--- config.mk ---
export PLATFORM = sky130hd
export DESIGN_NAME = dpram_fifo_ctrl_flat
export DESIGN_NICKNAME = d
export VERILOG_FILES = /design/src/rtl/dpram_fifo_ctrl_if.sv /design/src/rtl/dpram_fifo_ctrl.sv /design/src/flat_wrapper.sv
export SDC_FILE = /design/constraint.sdc
export NUM_CORES = 1
export LEC_CHECK = 0
export CORE_UTILIZATION = 44
export CTS_CLUSTER_DIAMETER = 30
export DETAILED_ROUTE_END_ITERATION = 8
export GPL_TIMING_DRIVEN = 0
export PLACE_DENSITY = 0.76
export SLEW_MARGIN = 30
export SYNTH_ARGS = -nofsm -noshare
export SYNTH_HDL_FRONTEND = slang
export SYNTH_SLANG_ARGS = --single-unit
--- constraint.sdc ---
create_clock -name clk -period 3.4 [get_ports clk]
set_clock_uncertainty 0.1 [all_clocks]
set_input_delay 0.34 -clock clk [delete_from_list [all_inputs] [get_ports clk]]
set_output_delay 0.34 -clock clk [all_outputs]
set_load 0.02 [all_outputs]
--- src/rtl/dpram_fifo_ctrl_if.sv ---
// Valid/ready streaming bundle for dpram_fifo_ctrl: push side (in_*) and pop side (out_*).
// slave = FIFO side, master = the producer/consumer environment.
interface dpram_fifo_ctrl_if #(
    parameter int DATA_WIDTH = 8
);
    logic                  in_valid;
    logic                  in_ready;
    logic [DATA_WIDTH-1:0] in_data;
    logic                  out_valid;
    logic                  out_ready;
    logic [DATA_WIDTH-1:0] out_data;

    modport master (
        output in_valid, in_data, out_ready,
        input  in_ready, out_valid, out_data
    );

    modport slave (
        input  in_valid, in_data, out_ready,
        output in_ready, out_valid, out_data
    );
endinterface

--- src/rtl/dpram_fifo_ctrl.sv ---
// FWFT streaming FIFO controller sequencing an external dpram_rw (pointers, occupancy, prefetch).
// Optional synchronous clear port `flush` is enabled by defining DPRAM_FIFO_CTRL_FLUSH_EN.
module dpram_fifo_ctrl #(
    parameter int DATA_WIDTH = 8,
    parameter int DATA_DEPTH = 256,
    localparam int AW = $clog2(DATA_DEPTH)
) (
    input  logic                  clk,
    input  logic                  rst,
    dpram_fifo_ctrl_if.slave      strm,
    output logic [AW:0]           count,
    output logic                  ram_rd_en,
    output logic [AW-1:0]         ram_rd_addr,
    input  logic [DATA_WIDTH-1:0] ram_rd_data,
    output logic                  ram_wr_en,
    output logic [AW-1:0]         ram_wr_addr,
    output logic [DATA_WIDTH-1:0] ram_wr_data
`ifdef DPRAM_FIFO_CTRL_FLUSH_EN
    ,
    input  logic                  flush
`endif
);
    localparam logic [AW:0] DEPTH_CNT = (AW+1)'(DATA_DEPTH);

    logic [AW-1:0] wr_ptr;
    logic [AW-1:0] rd_ptr;
    logic [AW:0]   mem_cnt;     // words in RAM not yet fetched into the read register
    logic          out_valid_q;
    logic          push;
    logic          fetch;
    logic          clr;

`ifdef DPRAM_FIFO_CTRL_FLUSH_EN
    assign clr = flush;
`else
    assign clr = 1'b0;
`endif

    always_comb begin
        count         = mem_cnt + (AW+1)'(out_valid_q);
        strm.in_ready = rst && (count < DEPTH_CNT);
        push          = strm.in_valid && strm.in_ready;
        // The read register doubles as the output stage: refill when empty or being popped.
        fetch         = (mem_cnt != '0) && (!out_valid_q || strm.out_ready);

        ram_wr_en     = push && !clr;
        ram_wr_addr   = wr_ptr;
        ram_wr_data   = strm.in_data;
        ram_rd_en     = fetch && !clr;
        ram_rd_addr   = rd_ptr;

        strm.out_valid = out_valid_q;
        strm.out_data  = ram_rd_data;
    end

    always_ff @(posedge clk or negedge rst) begin
        if (!rst) begin
            wr_ptr      <= '0;
            rd_ptr      <= '0;
            mem_cnt     <= '0;
            out_valid_q <= 1'b0;
        end else if (clr) begin
            wr_ptr      <= '0;
            rd_ptr      <= '0;
            mem_cnt     <= '0;
            out_valid_q <= 1'b0;
        end else begin
            if (push)
                wr_ptr <= wr_ptr + AW'(1);
            if (fetch)
                rd_ptr <= rd_ptr + AW'(1);
            mem_cnt     <= mem_cnt + (AW+1)'(push) - (AW+1)'(fetch);
            out_valid_q <= fetch || (out_valid_q && !strm.out_ready);
        end
    end
endmodule

--- src/flat_wrapper.sv ---
// flat-port wrapper written by rule: the top's interface ports become plain ports
module dpram_fifo_ctrl_flat 
#(
    parameter int DATA_WIDTH = 8,
    parameter int DATA_DEPTH = 256,
    localparam int AW = $clog2(DATA_DEPTH)
)
  (clk, rst, count, ram_rd_en, ram_rd_addr, ram_rd_data, ram_wr_en, ram_wr_addr, ram_wr_data, strm_in_valid, strm_in_data, strm_out_ready, strm_in_ready, strm_out_valid, strm_out_data);
  dpram_fifo_ctrl_if #(.DATA_WIDTH(DATA_WIDTH)) strm_i ();
  input  logic clk;
  input  logic rst;
  output logic [AW:0] count;
  output logic ram_rd_en;
  output logic [AW-1:0] ram_rd_addr;
  input  logic [DATA_WIDTH-1:0] ram_rd_data;
  output logic ram_wr_en;
  output logic [AW-1:0] ram_wr_addr;
  output logic [DATA_WIDTH-1:0] ram_wr_data;
  input wire logic [$bits(strm_i.in_valid)-1:0] strm_in_valid;
  input wire logic [$bits(strm_i.in_data)-1:0] strm_in_data;
  input wire logic [$bits(strm_i.out_ready)-1:0] strm_out_ready;
  output wire logic [$bits(strm_i.in_ready)-1:0] strm_in_ready;
  output wire logic [$bits(strm_i.out_valid)-1:0] strm_out_valid;
  output wire logic [$bits(strm_i.out_data)-1:0] strm_out_data;
  assign strm_i.in_valid = strm_in_valid;
  assign strm_i.in_data = strm_in_data;
  assign strm_i.out_ready = strm_out_ready;
  assign strm_in_ready = strm_i.in_ready;
  assign strm_out_valid = strm_i.out_valid;
  assign strm_out_data = strm_i.out_data;
  dpram_fifo_ctrl #(.DATA_WIDTH(DATA_WIDTH), .DATA_DEPTH(DATA_DEPTH)) u_core (.clk(clk), .rst(rst), .strm(strm_i), .count(count), .ram_rd_en(ram_rd_en), .ram_rd_addr(ram_rd_addr), .ram_rd_data(ram_rd_data), .ram_wr_en(ram_wr_en), .ram_wr_addr(ram_wr_addr), .ram_wr_data(ram_wr_data));
endmodule
* Yosys cells after proc, flatten, opt, wreduce, memory -nomap -nowiden
Index checks and enable logic that the tools add are counted.
Storage, ports and cells: output and inout bits 45, input port bits 20, flip-flop bits (word level) 26
Cells by class: magnitude comparators 1, reduce and logical (&&, ||, !) cells 9, $add $sub $neg 5
Operators with widths (count):
- adder 9 x 1 -> 9 bit | 2
- adder 8 x 1 -> 8 bit, second input constant | 2
- less-than comparator 9 bit, second input constant | 1
- nonzero test 9 bit | 1
- subtractor 9 x 1 -> 9 bit | 1
- logical AND 1 bit | 4
- logical NOT 1 bit | 2
- logical OR 1 bit | 2

* Logic depth before layout (Yosys ltp)
Gate-level depths: netlist of the first run.
word-level depth 6, mapped depth 15

* Worst setup path after synthesis of the first run
No wires, ideal clock.
path kind reg-to-reg, start reg u_core.out_valid_q (netlist: u_core.strm.out_valid), end reg u_core.mem_cnt[8], stages on the path, launching flop included 16, data arrival time 2.971 ns, path buffers 0, library setup time 0.134 ns, path slack 0.195 ns, required time 3.166 ns, cells stage by stage dfrtp_1 -> ha_1 -> ha_1 -> nand4_1 -> xor2_1 -> nand3_2 -> ha_1 -> inv_1 -> ha_1 -> inv_1 -> fa_1 -> inv_1 -> a21oi_1 -> o41ai_1 -> o41ai_1 -> xnor2_1
Between the ends: longest elaborated chain between the ends 6
RTL lines:
- from (decl) | line dpram_fifo_ctrl.sv:28 | logic out_valid_q;
- from (signal assigned) | line dpram_fifo_ctrl.sv:73 | out_valid_q <= fetch || (out_valid_q && !strm.out_ready);
- adder 9 x 1 -> 9 bit | line dpram_fifo_ctrl.sv:40 | count = mem_cnt + (AW+1)'(out_valid_q);
- less-than comparator 9 bit | line dpram_fifo_ctrl.sv:41 | strm.in_ready = rst && (count < DEPTH_CNT);
- logical AND 1 bit | line dpram_fifo_ctrl.sv:41
- logical AND 1 bit | line dpram_fifo_ctrl.sv:42 | push = strm.in_valid && strm.in_ready;
- adder 9 x 1 -> 9 bit | line dpram_fifo_ctrl.sv:72 | mem_cnt <= mem_cnt + (AW+1)'(push) - (AW+1)'(fetch);
- subtractor 9 x 1 -> 9 bit * | line dpram_fifo_ctrl.sv:72
- to (signal assigned) | line dpram_fifo_ctrl.sv:72
- to (decl) | line dpram_fifo_ctrl.sv:27 | logic [AW:0] mem_cnt;
Mark *: on every way between the ends. The rest lies on a longest branch, timed or not. A chain may end at the register's enable or synchronous reset.

* Worst setup path after layout of the first run
Ends and elaborated chain as after synthesis.

==> flow_summary.html, run 1 <==
<table>
<tr><th>Metric</th><th>Value</th></tr>
<tr><th colspan="2">Timing</th></tr>
<tr><td>Relative slew margins</td><td>between 70 and 80%</td></tr>
<tr><td>Setup violations, final</td><td>0</td></tr>
<tr><td>RSZ-0062 raised after global routing</td><td>false</td></tr>
<tr><td>Post-layout min period</td><td>approximately 3.1 ns</td></tr>
<tr><td>Slew at the pin closest to its max-slew limit</td><td>0.381 ns</td></tr>
<tr><td>PnR worst setup slack</td><td>0.279 ns</td></tr>
<tr><td>Number of hold violations in the final report</td><td>0</td></tr>
<tr><td>Setup Total Neg Slack</td><td>0 ns</td></tr>
<tr><td>Final number of max-transition violations</td><td>0</td></tr>
<tr><td>Fin crit share</td><td>between 90 and 100%</td></tr>
<tr><td>Maximum clock frequency</td><td>roughly 320 MHz</td></tr>
<tr><th colspan="2">Die</th></tr>
<tr><td>CORE AREA</td><td>0.00372 mm^2</td></tr>
<tr><td>Std cell rows</td><td>22</td></tr>
<tr><td>DIE HEIGHT</td><td>64.5 um</td></tr>
<tr><td>Area enclosed by the die boundary</td><td>roughly 0.0042 mm^2</td></tr>
<tr><td>Die Width</td><td>64.5 um</td></tr>
<tr><td>Starting density of the core</td><td>46.3%</td></tr>
<tr><td>Count of boundary I/O pins</td><td>65</td></tr>
<tr><th colspan="2">Power and ir drop</th></tr>
<tr><td>Power, Total</td><td>between 2 and 2.5 mW</td></tr>
<tr><td>Peak supply drop</td><td>a little over 0.0005 V</td></tr>
<tr><td>Total power divided by cell area</td><td>between 900 and 1000 mW/mm^2</td></tr>
<tr><td>Leak</td><td>between 1 and 1.5 nW</td></tr>
<tr><th colspan="2">Routing</th></tr>
<tr><td>Final wirelength</td><td>3260 um</td></tr>
<tr><td>Number of DRC markers after the initial detailed-route iteration</td><td>71</td></tr>
<tr><td>Remaining antenna violation count</td><td>0</td></tr>
<tr><td>Pre-antenna DRT Iters</td><td>4</td></tr>
<tr><td>Vias</td><td>1291</td></tr>
<tr><td>Post-detailed-route via-to-cell ratio</td><td>4.85</td></tr>
<tr><td>Number of design rule violations left after detail routing</td><td>0</td></tr>
<tr><td>Routed length per instance</td><td>12.3 um</td></tr>
<tr><th colspan="2">GRT</th></tr>
<tr><td>GR Util All Layers</td><td>between 10% and 20%</td></tr>
<tr><td>Leftover overflow at the end of global routing</td><td>0</td></tr>
<tr><td>Largest net degree at the start of global routing</td><td>29</td></tr>
<tr><td>Global-route wire length before repair</td><td>5410 um</td></tr>
<tr><td>Antenna violations before repair</td><td>0</td></tr>
<tr><td>Number of global-route vias before repair</td><td>1193</td></tr>
<tr><th colspan="2">Placed design</th></tr>
<tr><td>Total half-perimeter wirelength after legalization and detailed placement</td><td>2500 um</td></tr>
<tr><td>Gpl congestion</td><td>0.730</td></tr>
<tr><td>Worst setup slack after placement</td><td>-0.249 ns</td></tr>
<tr><td>IO Port Bufs</td><td>48</td></tr>
<tr><td>Count of placed standard cells including taps</td><td>259</td></tr>
<tr><th colspan="2">Synthesis</th></tr>
<tr><td>Number of instances in the synthesized netlist</td><td>163</td></tr>
<tr><td>Synthesized area</td><td>0.00172 mm^2</td></tr>
<tr><td>Yosys top cell by area</td><td>sky130_fd_sc_hd__dfrtp_1</td></tr>
<tr><td>Portion of the post-synthesis area used by sequential elements</td><td>37.8%</td></tr>
<tr><td>Count of warnings emitted by yosys</td><td>0</td></tr>
<tr><td>Post-synth top area share</td><td>between 30% and 40%</td></tr>
<tr><td>Distinct cells, synth</td><td>32</td></tr>
<tr><td>Number of storage elements in the synthesis netlist</td><td>26</td></tr>
<tr><td>Post-synthesis area per instance</td><td>10.5 um^2</td></tr>
<tr><td>Number of nets produced by synthesis</td><td>206</td></tr>
<tr><td>Largest cells by area after synthesis</td><td>sky130_fd_sc_hd__dfrtp_1, sky130_fd_sc_hd__ha_1, sky130_fd_sc_hd__xnor2_1</td></tr>
<tr><th colspan="2">Setup path</th></tr>
<tr><td>Nature of the critical path startpoint</td><td>flop</td></tr>
<tr><td>Crit path DAT</td><td>3.17 ns</td></tr>
<tr><td>Critical Path Sink Type</td><td>flop</td></tr>
<tr><td>Required time of the critical path</td><td>3.45 ns</td></tr>
<tr><td>Worst-path fanout max</td><td>4</td></tr>
<tr><td>Crit Path Class</td><td>reg2reg</td></tr>
<tr><th colspan="2">Cells and area</th></tr>
<tr><td>Utilization after layout</td><td>around 64%</td></tr>
<tr><td>Final #Nets</td><td>approximately 260</td></tr>
<tr><td>Number of fill cells in the layout</td><td>311</td></tr>
<tr><td>Most frequent cells in the layout</td><td>sky130_fd_sc_hd__clkdlybuf4s50_1, sky130_fd_sc_hd__dfrtp_1, sky130_fd_sc_hd__xnor2_1, sky130_fd_sc_hd__ha_1, sky130_fd_sc_hd__buf_4</td></tr>
<tr><td>Area delta synth-&gt;final</td><td>38.9%</td></tr>
<tr><td>Most common library cell in the layout ignoring fill and taps</td><td>sky130_fd_sc_hd__clkdlybuf4s50_1</td></tr>
<tr><td>Diodes inserted</td><td>0</td></tr>
<tr><td>Non-filler cells, final</td><td>266</td></tr>
<tr><td>Fraction of final layout cells sized beyond drive strength 1</td><td>15.6%</td></tr>
<tr><th colspan="2">Clocking</th></tr>
<tr><td>Clock latency reported for the late side of the worst-skew pair</td><td>0.27 ns</td></tr>
<tr><td>Clock transition at path regs</td><td>~0.090 ns</td></tr>
<tr><td>Longest Clk Path Bufs</td><td>2</td></tr>
<tr><td>Clock H-tree levels</td><td>1</td></tr>
<tr><td>TritonCTS Sinks</td><td>26</td></tr>
<tr><td>CTS tree</td><td>built</td></tr>
<tr><td>Clock root buffer</td><td>sky130_fd_sc_hd__clkbuf_8</td></tr>
<tr><td>Number of CTS-inserted buffers</td><td>3</td></tr>
<tr><th colspan="2">Min path</th></tr>
<tr><td>Classification of the worst-slack hold path</td><td>reg2reg</td></tr>
<tr><th colspan="2">Run status</th></tr>
<tr><td>Outcome</td><td>finished, final reports clean</td></tr>
<tr><th colspan="2">Job</th></tr>
<tr><td>Max-cap violations</td><td>0</td></tr>
</table>
==> cell usage after synthesis <==
cell type and instances:
sky130_fd_sc_hd__and4_1 1, sky130_fd_sc_hd__and4bb_1 1, sky130_fd_sc_hd__nand4_1 6, sky130_fd_sc_hd__nor2_1 4, sky130_fd_sc_hd__clkinv_2 1, sky130_fd_sc_hd__a31oi_1 2
sky130_fd_sc_hd__nor2b_1 3, sky130_fd_sc_hd__fa_1 1, sky130_fd_sc_hd__o21ai_0 1, sky130_fd_sc_hd__xnor2_1 24, sky130_fd_sc_hd__nand4bb_1 1, sky130_fd_sc_hd__nand3b_1 1
sky130_fd_sc_hd__nand4b_1 1, sky130_fd_sc_hd__nand3_1 7, sky130_fd_sc_hd__nand2b_1 1, sky130_fd_sc_hd__nand3_2 1, sky130_fd_sc_hd__xor2_1 5, sky130_fd_sc_hd__nand2_1 8
sky130_fd_sc_hd__o21bai_1 1, sky130_fd_sc_hd__inv_1 16, sky130_fd_sc_hd__a21oi_1 3, sky130_fd_sc_hd__mux2_1 1, sky130_fd_sc_hd__dfrtp_1 26, sky130_fd_sc_hd__ha_1 22
sky130_fd_sc_hd__nor3_1 1, sky130_fd_sc_hd__a21o_1 1, sky130_fd_sc_hd__o41ai_1 2, sky130_fd_sc_hd__buf_4 16, sky130_fd_sc_hd__and4_4 1, sky130_fd_sc_hd__and3_1 2
sky130_fd_sc_hd__and2_1 1, sky130_fd_sc_hd__a31oi_4 1
==> layout make-up <==
cell class | instances | area, um^2 | area share (%)
Tap cell | 48 | 60.1 | 2.51
Sequential cell | 26 | 652 | 27.3
Timing Repair Buffer | 51 | 503 | 21.1
Clock buffer | 4 | 55.1 | 2.30
Buffer | 16 | 120 | 5.03
Multi-Input combinational cell | 104 | 933 | 39.1
Inverter | 17 | 65.1 | 2.72
==> per-layer routing <==
layer	part of all wire [%]	vias to the layer above	track usage (%)
li1	-	640	-
met1	46	607	21.8
met2	49	40	28.4
met3	3.6	4	1.76
met4	1.5	0	5.83
met5	0	-	0
==> worst max-delay path, cell delays in order (launching register included) <==
cell and delay [ns]:
sky130_fd_sc_hd__dfrtp_1 0.43, sky130_fd_sc_hd__ha_4 0.20, sky130_fd_sc_hd__ha_4 0.17, sky130_fd_sc_hd__nand4_1 0.13
sky130_fd_sc_hd__xor2_2 0.21, sky130_fd_sc_hd__nand3_2 0.12, sky130_fd_sc_hd__ha_1 0.30, sky130_fd_sc_hd__inv_1 0.05
sky130_fd_sc_hd__ha_1 0.16, sky130_fd_sc_hd__inv_1 0.06, sky130_fd_sc_hd__fa_2 0.34, sky130_fd_sc_hd__inv_1 0.06
sky130_fd_sc_hd__a21oi_1 0.09, sky130_fd_sc_hd__o41ai_2 0.31, sky130_fd_sc_hd__o41ai_2 0.12, sky130_fd_sc_hd__xnor2_1 0.13
==> per-stage QoR <==
stage	cell area, um^2	hold WS (ns)
final	2390	0.373
after global routing	2390	0.395
after CTS	2370	0.378
after detailed placement	2250	0.287
after global placement	2260	0.360
after floorplan	1720	-0.0556
==> logic make-up (layout without fill, tap and decap cells) <==
kind of cell	after synthesis	count (layout)	synth area share (%)
AND/OR/NAND/NOR	40	40	13.8
AO/OA/AOI/OAI	11	11	5.02
multiplexers	1	1	0.655
adder cells (fa/ha/maj)	23	23	17.2
flip-flops	26	26	37.8
XOR/XNOR	29	29	14.8
buffers and inverters	33	88	10.8
==> timing repair <==
action                     CTS  global route
pin swaps                    2             3
buffers inserted             2             0
hold buffers                 1             0
gates resized for setup      6             4
hold endpoints to repair    26             0
setup endpoints to repair    2             2
==> worst paths after layout <==
kind,from,to,slack [ns],cells past startpoint
max reg2reg,u_core.strm.out_valid,u_core.mem_cnt[8],0.28,15
min reg2reg,u_core.ram_rd_addr[7],u_core.ram_rd_addr[7],0.37,1
min,u_core.ram_rd_addr[7],u_core.ram_rd_addr[7],0.37,1
max,u_core.strm.out_valid,u_core.mem_cnt[8],0.28,15
min in group asynchronous,rst,u_core.ram_rd_addr[4],0.45,2
max in group asynchronous,rst,u_core.mem_cnt[6],2.46,2
==> where the power goes <==
| part | switching (mW) | internal [mW] | total, mW |
|---|---|---|---|
| Combinational | 0.731 | 0.754 | 1.49 |
| Clock | 0.0968 | 0.104 | 0.200 |
| Sequential | 0.185 | 0.446 | 0.631 |
| Total | 1.01 | 1.30 | 2.32 |
==> state kept, by name, summed over array words and instances, names as in the netlist <==
signal                 cells
u_core.mem_cnt             9
u_core.ram_wr_addr         8
u_core.strm.out_valid      1
u_core.ram_rd_addr         8
(Power assumes the default switching activity.)
==> inputs of run 2 (changes only) <==
--- a/config.mk
+++ b/config.mk
@@ -6,9 +6,7 @@
 export NUM_CORES = 1
 export LEC_CHECK = 0
 export CORE_UTILIZATION = 44
-export CTS_CLUSTER_DIAMETER = 30
 export DETAILED_ROUTE_END_ITERATION = 8
-export GPL_TIMING_DRIVEN = 0
 export PLACE_DENSITY = 0.76
 export SLEW_MARGIN = 30
 export SYNTH_ARGS = -nofsm -noshare
==> run 2 against run 1 <==
Setup slack worse by 0.098 ns. Non-clock buffer count fell by 28. Largest cell class unchanged. Critical path depth stayed put. Flip-flop and latch count is the same. Largest power group unchanged. Final cell count fell by 11%. Die area unchanged.
==> flow_summary.html, run 2 (synthesis results as in run 1) <==
<table>
<tr><th>Metric</th><th>Value</th></tr>
<tr><th colspan="2">Run status</th></tr>
<tr><td>Outcome</td><td>finished, final reports clean</td></tr>
<tr><th colspan="2">Routing</th></tr>
<tr><td>Vias</td><td>1227</td></tr>
<tr><td>Post-detailed-route via-to-cell ratio</td><td>around 5.2</td></tr>
<tr><td>Routed length per instance</td><td>between 10 and 15 um</td></tr>
<tr><td>Pre-antenna DRT Iters</td><td>4</td></tr>
<tr><td>Remaining antenna violation count</td><td>0</td></tr>
<tr><td>Number of design rule violations left after detail routing</td><td>0</td></tr>
<tr><td>Final wirelength</td><td>between 3000 and 4000 um</td></tr>
<tr><td>Number of DRC markers after the initial detailed-route iteration</td><td>53</td></tr>
<tr><th colspan="2">Placed design</th></tr>
<tr><td>IO Port Bufs</td><td>32</td></tr>
<tr><td>Total half-perimeter wirelength after legalization and detailed placement</td><td>2580 um</td></tr>
<tr><td>Gpl congestion</td><td>approximately 0.87</td></tr>
<tr><td>Worst setup slack after placement</td><td>-0.0280 ns</td></tr>
<tr><th colspan="2">Setup path</th></tr>
<tr><td>Kind of cell with the highest combined delay on the critical path</td><td>adder cells</td></tr>
<tr><td>Most repeated library cell on the critical path</td><td>sky130_fd_sc_hd__inv_1</td></tr>
<tr><td>Crit path buf inv count</td><td>3</td></tr>
<tr><td>Critical Path Sink Type</td><td>flop</td></tr>
<tr><td>Critical path depth</td><td>15</td></tr>
<tr><td>Nature of the critical path startpoint</td><td>flop</td></tr>
<tr><td>Worst setup startpoint</td><td>u_core.strm.out_valid</td></tr>
<tr><td>Ordered cell list for the critical path</td><td>ha_4 &gt; ha_4 &gt; nand4_1 &gt; xor2_2 &gt; nand3_2 &gt; ha_1 &gt; inv_1 &gt; ha_1 &gt; inv_1 &gt; fa_1 &gt; inv_1 &gt; a21oi_1 &gt; o41ai_2 &gt; o41ai_1 &gt; xnor2_1</td></tr>
<tr><td>Length in cells of the worst reg-to-reg path</td><td>15</td></tr>
<tr><td>Required time of the critical path</td><td>3.45 ns</td></tr>
<tr><td>Critical register-to-register path startpoint</td><td>u_core.strm.out_valid</td></tr>
<tr><td>Delay of the slowest critical-path stage</td><td>roughly 0.42 ns</td></tr>
<tr><td>Worst-path fanout max</td><td>4</td></tr>
<tr><td>CP max stage cell</td><td>sky130_fd_sc_hd__dfrtp_1</td></tr>
<tr><td>Crit path DAT</td><td>3.27 ns</td></tr>
<tr><td>Crit Path Class</td><td>reg2reg</td></tr>
<tr><td>Internal reg-to-reg setup slack</td><td>0.18 ns</td></tr>
<tr><td>RR Endpoint</td><td>u_core.mem_cnt[8]</td></tr>
<tr><td>End of the critical path</td><td>u_core.mem_cnt[8]</td></tr>
<tr><th colspan="2">Clocking</th></tr>
<tr><td>Hold-fix buffers, CTS</td><td>0</td></tr>
<tr><td>Number of CTS-inserted buffers</td><td>3</td></tr>
<tr><td>Longest Clk Path Bufs</td><td>2</td></tr>
<tr><td>TritonCTS Sinks</td><td>26</td></tr>
<tr><td>Clock latency reported for the late side of the worst-skew pair</td><td>about 0.27 ns</td></tr>
<tr><td>Clock H-tree levels</td><td>1</td></tr>
<tr><td>Clock root buffer</td><td>sky130_fd_sc_hd__clkbuf_8</td></tr>
<tr><td>Clock transition at path regs</td><td>0.09 ns</td></tr>
<tr><td>CTS tree</td><td>built</td></tr>
<tr><th colspan="2">Die</th></tr>
<tr><td>Count of boundary I/O pins</td><td>65</td></tr>
<tr><td>CORE AREA</td><td>~0.0037 mm^2</td></tr>
<tr><td>Starting density of the core</td><td>46.3%</td></tr>
<tr><td>DIE HEIGHT</td><td>64.5 um</td></tr>
<tr><td>Std cell rows</td><td>22</td></tr>
<tr><td>Die Width</td><td>64.5 um</td></tr>
<tr><td>Area enclosed by the die boundary</td><td>0.00416 mm^2</td></tr>
<tr><th colspan="2">Timing</th></tr>
<tr><td>Slew at the pin closest to its max-slew limit</td><td>0.343 ns</td></tr>
<tr><td>RSZ-0062 raised after global routing</td><td>false</td></tr>
<tr><td>Final number of max-transition violations</td><td>0</td></tr>
<tr><td>Relative slew margins</td><td>76.8%</td></tr>
<tr><td>Setup violations, final</td><td>0</td></tr>
<tr><td>Post-layout min period</td><td>3.22 ns</td></tr>
<tr><td>Maximum clock frequency</td><td>311 MHz</td></tr>
<tr><td>Fin crit share</td><td>approximately 95%</td></tr>
<tr><td>PnR worst setup slack</td><td>0.181 ns</td></tr>
<tr><td>Number of hold violations in the final report</td><td>0</td></tr>
<tr><td>Hold Slack</td><td>0.374 ns</td></tr>
<tr><th colspan="2">GRT</th></tr>
<tr><td>Largest net degree at the start of global routing</td><td>28</td></tr>
<tr><td>Global-route layer with the greatest usage</td><td>met2</td></tr>
<tr><td>Global-route wire length before repair</td><td>around 5900 um</td></tr>
<tr><td>Leftover overflow at the end of global routing</td><td>0</td></tr>
<tr><td>Antenna violations before repair</td><td>0</td></tr>
<tr><td>Global routing usage on met1</td><td>around 21%</td></tr>
<tr><td>GR Util All Layers</td><td>between 10% and 20%</td></tr>
<tr><td>Number of global-route vias before repair</td><td>1285</td></tr>
<tr><td>Met3 track demand over resource in global routing</td><td>2.29%</td></tr>
<tr><td>Met2 Usage GRT</td><td>32.4%</td></tr>
<tr><th colspan="2">Cells and area</th></tr>
<tr><td>Most common library cell in the layout ignoring fill and taps</td><td>sky130_fd_sc_hd__clkdlybuf4s50_1</td></tr>
<tr><td>Utilization after layout</td><td>56.9%</td></tr>
<tr><td>Fraction of final layout cells sized beyond drive strength 1</td><td>around a tenth</td></tr>
<tr><td>Area delta synth-&gt;final</td><td>22.9%</td></tr>
<tr><td>Most frequent cells in the layout</td><td>sky130_fd_sc_hd__clkdlybuf4s50_1, sky130_fd_sc_hd__dfrtp_1, sky130_fd_sc_hd__xnor2_1, sky130_fd_sc_hd__ha_1, sky130_fd_sc_hd__inv_1</td></tr>
<tr><td>Number of flip-flops under the largest register name</td><td>9</td></tr>
<tr><td>Diodes inserted</td><td>0</td></tr>
<tr><td>Final #Nets</td><td>approximately 230</td></tr>
<tr><td>Register with the highest flop count</td><td>u_core.mem_cnt</td></tr>
<tr><td>Number of fill cells in the layout</td><td>312</td></tr>
<tr><th colspan="2">Power and ir drop</th></tr>
<tr><td>Leak</td><td>0.946 nW</td></tr>
<tr><td>Power, Total</td><td>2.29 mW</td></tr>
<tr><td>Peak supply drop</td><td>0.000519 V</td></tr>
<tr><td>Total power divided by cell area</td><td>1080 mW/mm^2</td></tr>
<tr><th colspan="2">Min path</th></tr>
<tr><td>Cells on Worst Hold Path</td><td>1</td></tr>
<tr><td>Classification of the worst-slack hold path</td><td>reg2reg</td></tr>
<tr><th colspan="2">Job</th></tr>
<tr><td>Max-cap violations</td><td>0</td></tr>
</table>
-- run 2: final cells by class --
| class | count | area, um^2 | share of cell area [%] |
|---|---|---|---|
| Multi-Input combinational cell | 104 | 923 | 43.7 |
| Tap cell | 48 | 60.1 | 2.84 |
| Sequential cell | 26 | 651 | 30.8 |
| Clock buffer | 3 | 41.3 | 1.95 |
| Inverter | 17 | 65.1 | 3.08 |
| Timing Repair Buffer | 39 | 373 | 17.6 |
-- run 2: report_power, final --
part	total (mW)	internal, mW	switching [mW]
combinational	1.50	0.747	0.749
clock	0.171	0.0793	0.0913
sequential	0.622	0.445	0.177
total	2.29	1.27	1.02
-- run 2: worst min path at each step --
| stage | from | endpoint | slack (ns) |
|---|---|---|---|
| 2_1_floorplan | rst | u_core.mem_cnt[0] | -0.06 |
| 3_3_place_gp | u_core.ram_rd_addr[7] | u_core.ram_rd_addr[7] | 0.36 |
| 3_5_place_dp | u_core.ram_wr_addr[7] | u_core.ram_wr_addr[7] | 0.36 |
| 4_1_cts | u_core.ram_wr_addr[7] | u_core.ram_wr_addr[7] | 0.38 |
| 5_1_grt | u_core.ram_rd_addr[7] | u_core.ram_rd_addr[7] | 0.39 |
| 6_report | u_core.ram_wr_addr[7] | u_core.ram_wr_addr[7] | 0.37 |
-- run 2: timing repair --
item,4_1_cts,5_1_grt
resized for setup,1,5
pin swaps,0,2
cloned,0,0
setup buffers,0,4
endpoints found under the hold margin,0,0
setup endpoints to repair,2,2
-- run 2: routing by layer --
layer / part of all wire (%) / wire length [um]
met4: 3.7 / 127
met3: 4.2 / 144
met1: 41 / 1410
met2: 51 / 1780
met5: 0 / 0
-- run 2: per-stage QoR --
stage | TNS [ns] | area, um^2 | instances
2_1_floorplan | 0 | 1720 | 163
3_3_place_gp | 0 | 2000 | 230
3_5_place_dp | -0.0280 | 2000 | 230
4_1_cts | 0 | 2050 | 233
5_1_grt | 0 | 2110 | 237
6_report | 0 | 2110 | 237
-- run 2: worst reg2reg max path: cells and delay by family (launching register included) --
kind	cells	cell delay (ns)
AO/OA/AOI/OAI	3	0.56
AND/OR/NAND/NOR	2	0.28
XOR/XNOR	2	0.39
flip-flops	1	0.42
adder cells (fa/ha/maj)	5	1.18
buffers and inverters	3	0.18
==> inputs of run 3 (changes only) <==
--- a/config.mk
+++ b/config.mk
@@ -5,6 +5,7 @@
 export SDC_FILE = /design/constraint.sdc
 export NUM_CORES = 1
 export LEC_CHECK = 0
+export CORE_ASPECT_RATIO = 1.2
 export CORE_UTILIZATION = 44
 export DETAILED_ROUTE_END_ITERATION = 8
 export PLACE_DENSITY = 0.76
==> run 3 against run 2 <==
Final area increased by 1.6%. Critical path type unchanged. Largest cell class unchanged. Hold slack improved by 0.00091 ns. Clock power increased by 19%. Flip-flop and latch count unchanged. Wire length decreased by 0.84%. Non-clock buffer count unchanged. Critical path depth unchanged. Register-to-register slack about the same. Sequential share of layout area decreased by 0.37 points. Total power increased by 2.1%. Largest power group unchanged. Count of clock-buffer cells in the layout increased by 1. Setup slack got worse by 0.0022 ns.
==> flow_summary.html, run 3 (synthesis results as in run 1) <==
<table>
<tr><th>Metric</th><th>Value</th></tr>
<tr><th colspan="2">Run status</th></tr>
<tr><td>Outcome</td><td>finished, final reports clean</td></tr>
<tr><th colspan="2">Setup path</th></tr>
<tr><td>Worst-path fanout max</td><td>3</td></tr>
<tr><td>Crit Path Class</td><td>reg2reg</td></tr>
<tr><td>Internal reg-to-reg setup slack</td><td>0.18 ns</td></tr>
<tr><td>Crit path DAT</td><td>3.28 ns</td></tr>
<tr><td>Required time of the critical path</td><td>between 3 and 4 ns</td></tr>
<tr><td>Critical Path Sink Type</td><td>flop</td></tr>
<tr><td>Nature of the critical path startpoint</td><td>flop</td></tr>
<tr><th colspan="2">Clocking</th></tr>
<tr><td>Clock latency reported for the late side of the worst-skew pair</td><td>0.27 ns</td></tr>
<tr><td>CTS tree</td><td>built</td></tr>
<tr><td>Clock H-tree levels</td><td>1</td></tr>
<tr><td>Clock transition at path regs</td><td>about 0.090 ns</td></tr>
<tr><td>Number of CTS-inserted buffers</td><td>3</td></tr>
<tr><td>TritonCTS Sinks</td><td>26</td></tr>
<tr><td>Longest Clk Path Bufs</td><td>2</td></tr>
<tr><td>Hold-fix buffers, CTS</td><td>0</td></tr>
<tr><td>Clock root buffer</td><td>sky130_fd_sc_hd__clkbuf_8</td></tr>
<tr><th colspan="2">Power and ir drop</th></tr>
<tr><td>Leak</td><td>0.953 nW</td></tr>
<tr><td>Total power divided by cell area</td><td>around 1100 mW/mm^2</td></tr>
<tr><td>Peak supply drop</td><td>0.000762 V</td></tr>
<tr><th colspan="2">Timing</th></tr>
<tr><td>Setup violations, final</td><td>0</td></tr>
<tr><td>Maximum clock frequency</td><td>310 MHz</td></tr>
<tr><td>Slew at the pin closest to its max-slew limit</td><td>between 0.4 and 0.5 ns</td></tr>
<tr><td>Hold Slack</td><td>0.375 ns</td></tr>
<tr><td>Post-layout min period</td><td>3.22 ns</td></tr>
<tr><td>Final number of max-transition violations</td><td>0</td></tr>
<tr><td>Relative slew margins</td><td>72.8%</td></tr>
<tr><td>Fin crit share</td><td>94.7%</td></tr>
<tr><td>Number of hold violations in the final report</td><td>0</td></tr>
<tr><th colspan="2">Cells and area</th></tr>
<tr><td>Most common library cell in the layout ignoring fill and taps</td><td>sky130_fd_sc_hd__clkdlybuf4s50_1</td></tr>
<tr><td>Most frequent cells in the layout</td><td>sky130_fd_sc_hd__clkdlybuf4s50_1, sky130_fd_sc_hd__xnor2_1, sky130_fd_sc_hd__dfrtp_1, sky130_fd_sc_hd__ha_1, sky130_fd_sc_hd__inv_1</td></tr>
<tr><td>Fraction of final layout cells sized beyond drive strength 1</td><td>12.6%</td></tr>
<tr><td>Area delta synth-&gt;final</td><td>24.9%</td></tr>
<tr><td>Final #Nets</td><td>234</td></tr>
<tr><td>Diodes inserted</td><td>0</td></tr>
<tr><td>Utilization after layout</td><td>58.1%</td></tr>
<tr><td>Register with the highest flop count</td><td>u_core.mem_cnt</td></tr>
<tr><td>Number of fill cells in the layout</td><td>323</td></tr>
<tr><td>Number of flip-flops under the largest register name</td><td>9</td></tr>
<tr><th colspan="2">Routing</th></tr>
<tr><td>Routed length per instance</td><td>around 14 um</td></tr>
<tr><td>Number of design rule violations left after detail routing</td><td>0</td></tr>
<tr><td>Pre-antenna DRT Iters</td><td>4</td></tr>
<tr><td>Post-detailed-route via-to-cell ratio</td><td>5.06</td></tr>
<tr><td>Number of DRC markers after the initial detailed-route iteration</td><td>44</td></tr>
<tr><td>Remaining antenna violation count</td><td>0</td></tr>
<tr><td>Final wirelength</td><td>approximately 3400 um</td></tr>
<tr><td>Vias</td><td>1225</td></tr>
<tr><th colspan="2">Placed design</th></tr>
<tr><td>Total half-perimeter wirelength after legalization and detailed placement</td><td>approximately 2500 um</td></tr>
<tr><td>IO Port Bufs</td><td>32</td></tr>
<tr><td>Gpl congestion</td><td>between 0.8 and 0.9</td></tr>
<tr><th colspan="2">GRT</th></tr>
<tr><td>Antenna violations before repair</td><td>0</td></tr>
<tr><td>Leftover overflow at the end of global routing</td><td>0</td></tr>
<tr><td>Global-route wire length before repair</td><td>5600 um</td></tr>
<tr><td>GR Util All Layers</td><td>between 10% and 20%</td></tr>
<tr><td>Largest net degree at the start of global routing</td><td>28</td></tr>
<tr><td>Number of global-route vias before repair</td><td>between 1000 and 1500</td></tr>
<tr><th colspan="2">Die</th></tr>
<tr><td>DIE HEIGHT</td><td>a little over 70 um</td></tr>
<tr><td>Die Width</td><td>59.1 um</td></tr>
<tr><td>Count of boundary I/O pins</td><td>65</td></tr>
<tr><td>Std cell rows</td><td>24</td></tr>
<tr><td>Area enclosed by the die boundary</td><td>0.00416 mm^2</td></tr>
<tr><td>Starting density of the core</td><td>46.5%</td></tr>
<tr><td>CORE AREA</td><td>0.00369 mm^2</td></tr>
<tr><th colspan="2">Job</th></tr>
<tr><td>Max-cap violations</td><td>0</td></tr>
<tr><th colspan="2">Min path</th></tr>
<tr><td>Classification of the worst-slack hold path</td><td>reg2reg</td></tr>
</table>
run 3: cell types whose count changed in the layout (fill, tap and decap cells not counted), sizes merged:
cell	delta
clkbuf	+1
run 3: cell type report:
cell class | instances | area [um^2] | area share (%)
multi-input combinational | 104 | 936 | 43.6
sequential | 26 | 653 | 30.4
timing repair buffer | 39 | 373 | 17.4
inverter | 17 | 65.1 | 3.03
tap | 52 | 65.1 | 3.03
clock buffer | 4 | 55.1 | 2.56
run 3: final timing paths:
kind                                       start                    end  cells past startpoint
setup / recovery               u_core.mem_cnt[0]      u_core.mem_cnt[8]                     15
hold / removal             u_core.ram_rd_addr[7]  u_core.ram_rd_addr[7]                      1
setup reg to reg               u_core.mem_cnt[0]      u_core.mem_cnt[8]                     15
hold reg to reg            u_core.ram_rd_addr[7]  u_core.ram_rd_addr[7]                      1
max in group asynchronous                    rst      u_core.mem_cnt[3]                      2
min in group asynchronous                    rst  u_core.strm.out_valid                      2
run 3: layer usage:
metal  track usage [%]  vias to the layer above  share of wire, %
met1              22.1                      596                44
met2              30.8                       42                50
met3              3.15                        7               4.4
met5                 0                        -                 0
met4              5.82                        0               1.4
li1                  -                      580                 -
run 3: through the flow:
step | setup TNS [ns] | instance area [um^2] | setup slack [ns] | instances | total power [mW]
floorplan | 0 | 1720 | 0.195 | 163 | 1.55
global placement | 0 | 2010 | 0.0714 | 234 | 1.98
detailed placement | -0.0701 | 2010 | -0.0665 | 234 | 2.01
CTS | 0 | 2070 | 0.0408 | 238 | 2.24
global route | -0.0431 | 2150 | -0.0431 | 242 | 2.52
finish | 0 | 2150 | 0.179 | 242 | 2.34
run 3: worst max-delay path, stage by stage, from the launching register on:
cell and delay [ns]:
sky130_fd_sc_hd__dfrtp_1 0.43, sky130_fd_sc_hd__ha_4 0.19, sky130_fd_sc_hd__ha_4 0.15, sky130_fd_sc_hd__nand4_1 0.12
sky130_fd_sc_hd__xor2_2 0.20, sky130_fd_sc_hd__nand3_2 0.11, sky130_fd_sc_hd__ha_1 0.28, sky130_fd_sc_hd__inv_1 0.06
sky130_fd_sc_hd__ha_2 0.17, sky130_fd_sc_hd__inv_1 0.05, sky130_fd_sc_hd__fa_2 0.34, sky130_fd_sc_hd__inv_1 0.06
sky130_fd_sc_hd__a21oi_1 0.10, sky130_fd_sc_hd__o41ai_2 0.43, sky130_fd_sc_hd__o41ai_2 0.16, sky130_fd_sc_hd__xnor2_1 0.14
run 3: report_power, final:
part           total, mW  internal, mW  switching [mW]
clock network      0.203         0.104          0.0989
logic               1.52         0.748           0.770
registers          0.618         0.448           0.170
run 3: timing repair:
item                       4_1_cts  5_1_grt
setup buffers                    0        4
resized for setup                1       10
setup endpoints to repair        2        2
pin swaps                        0        6
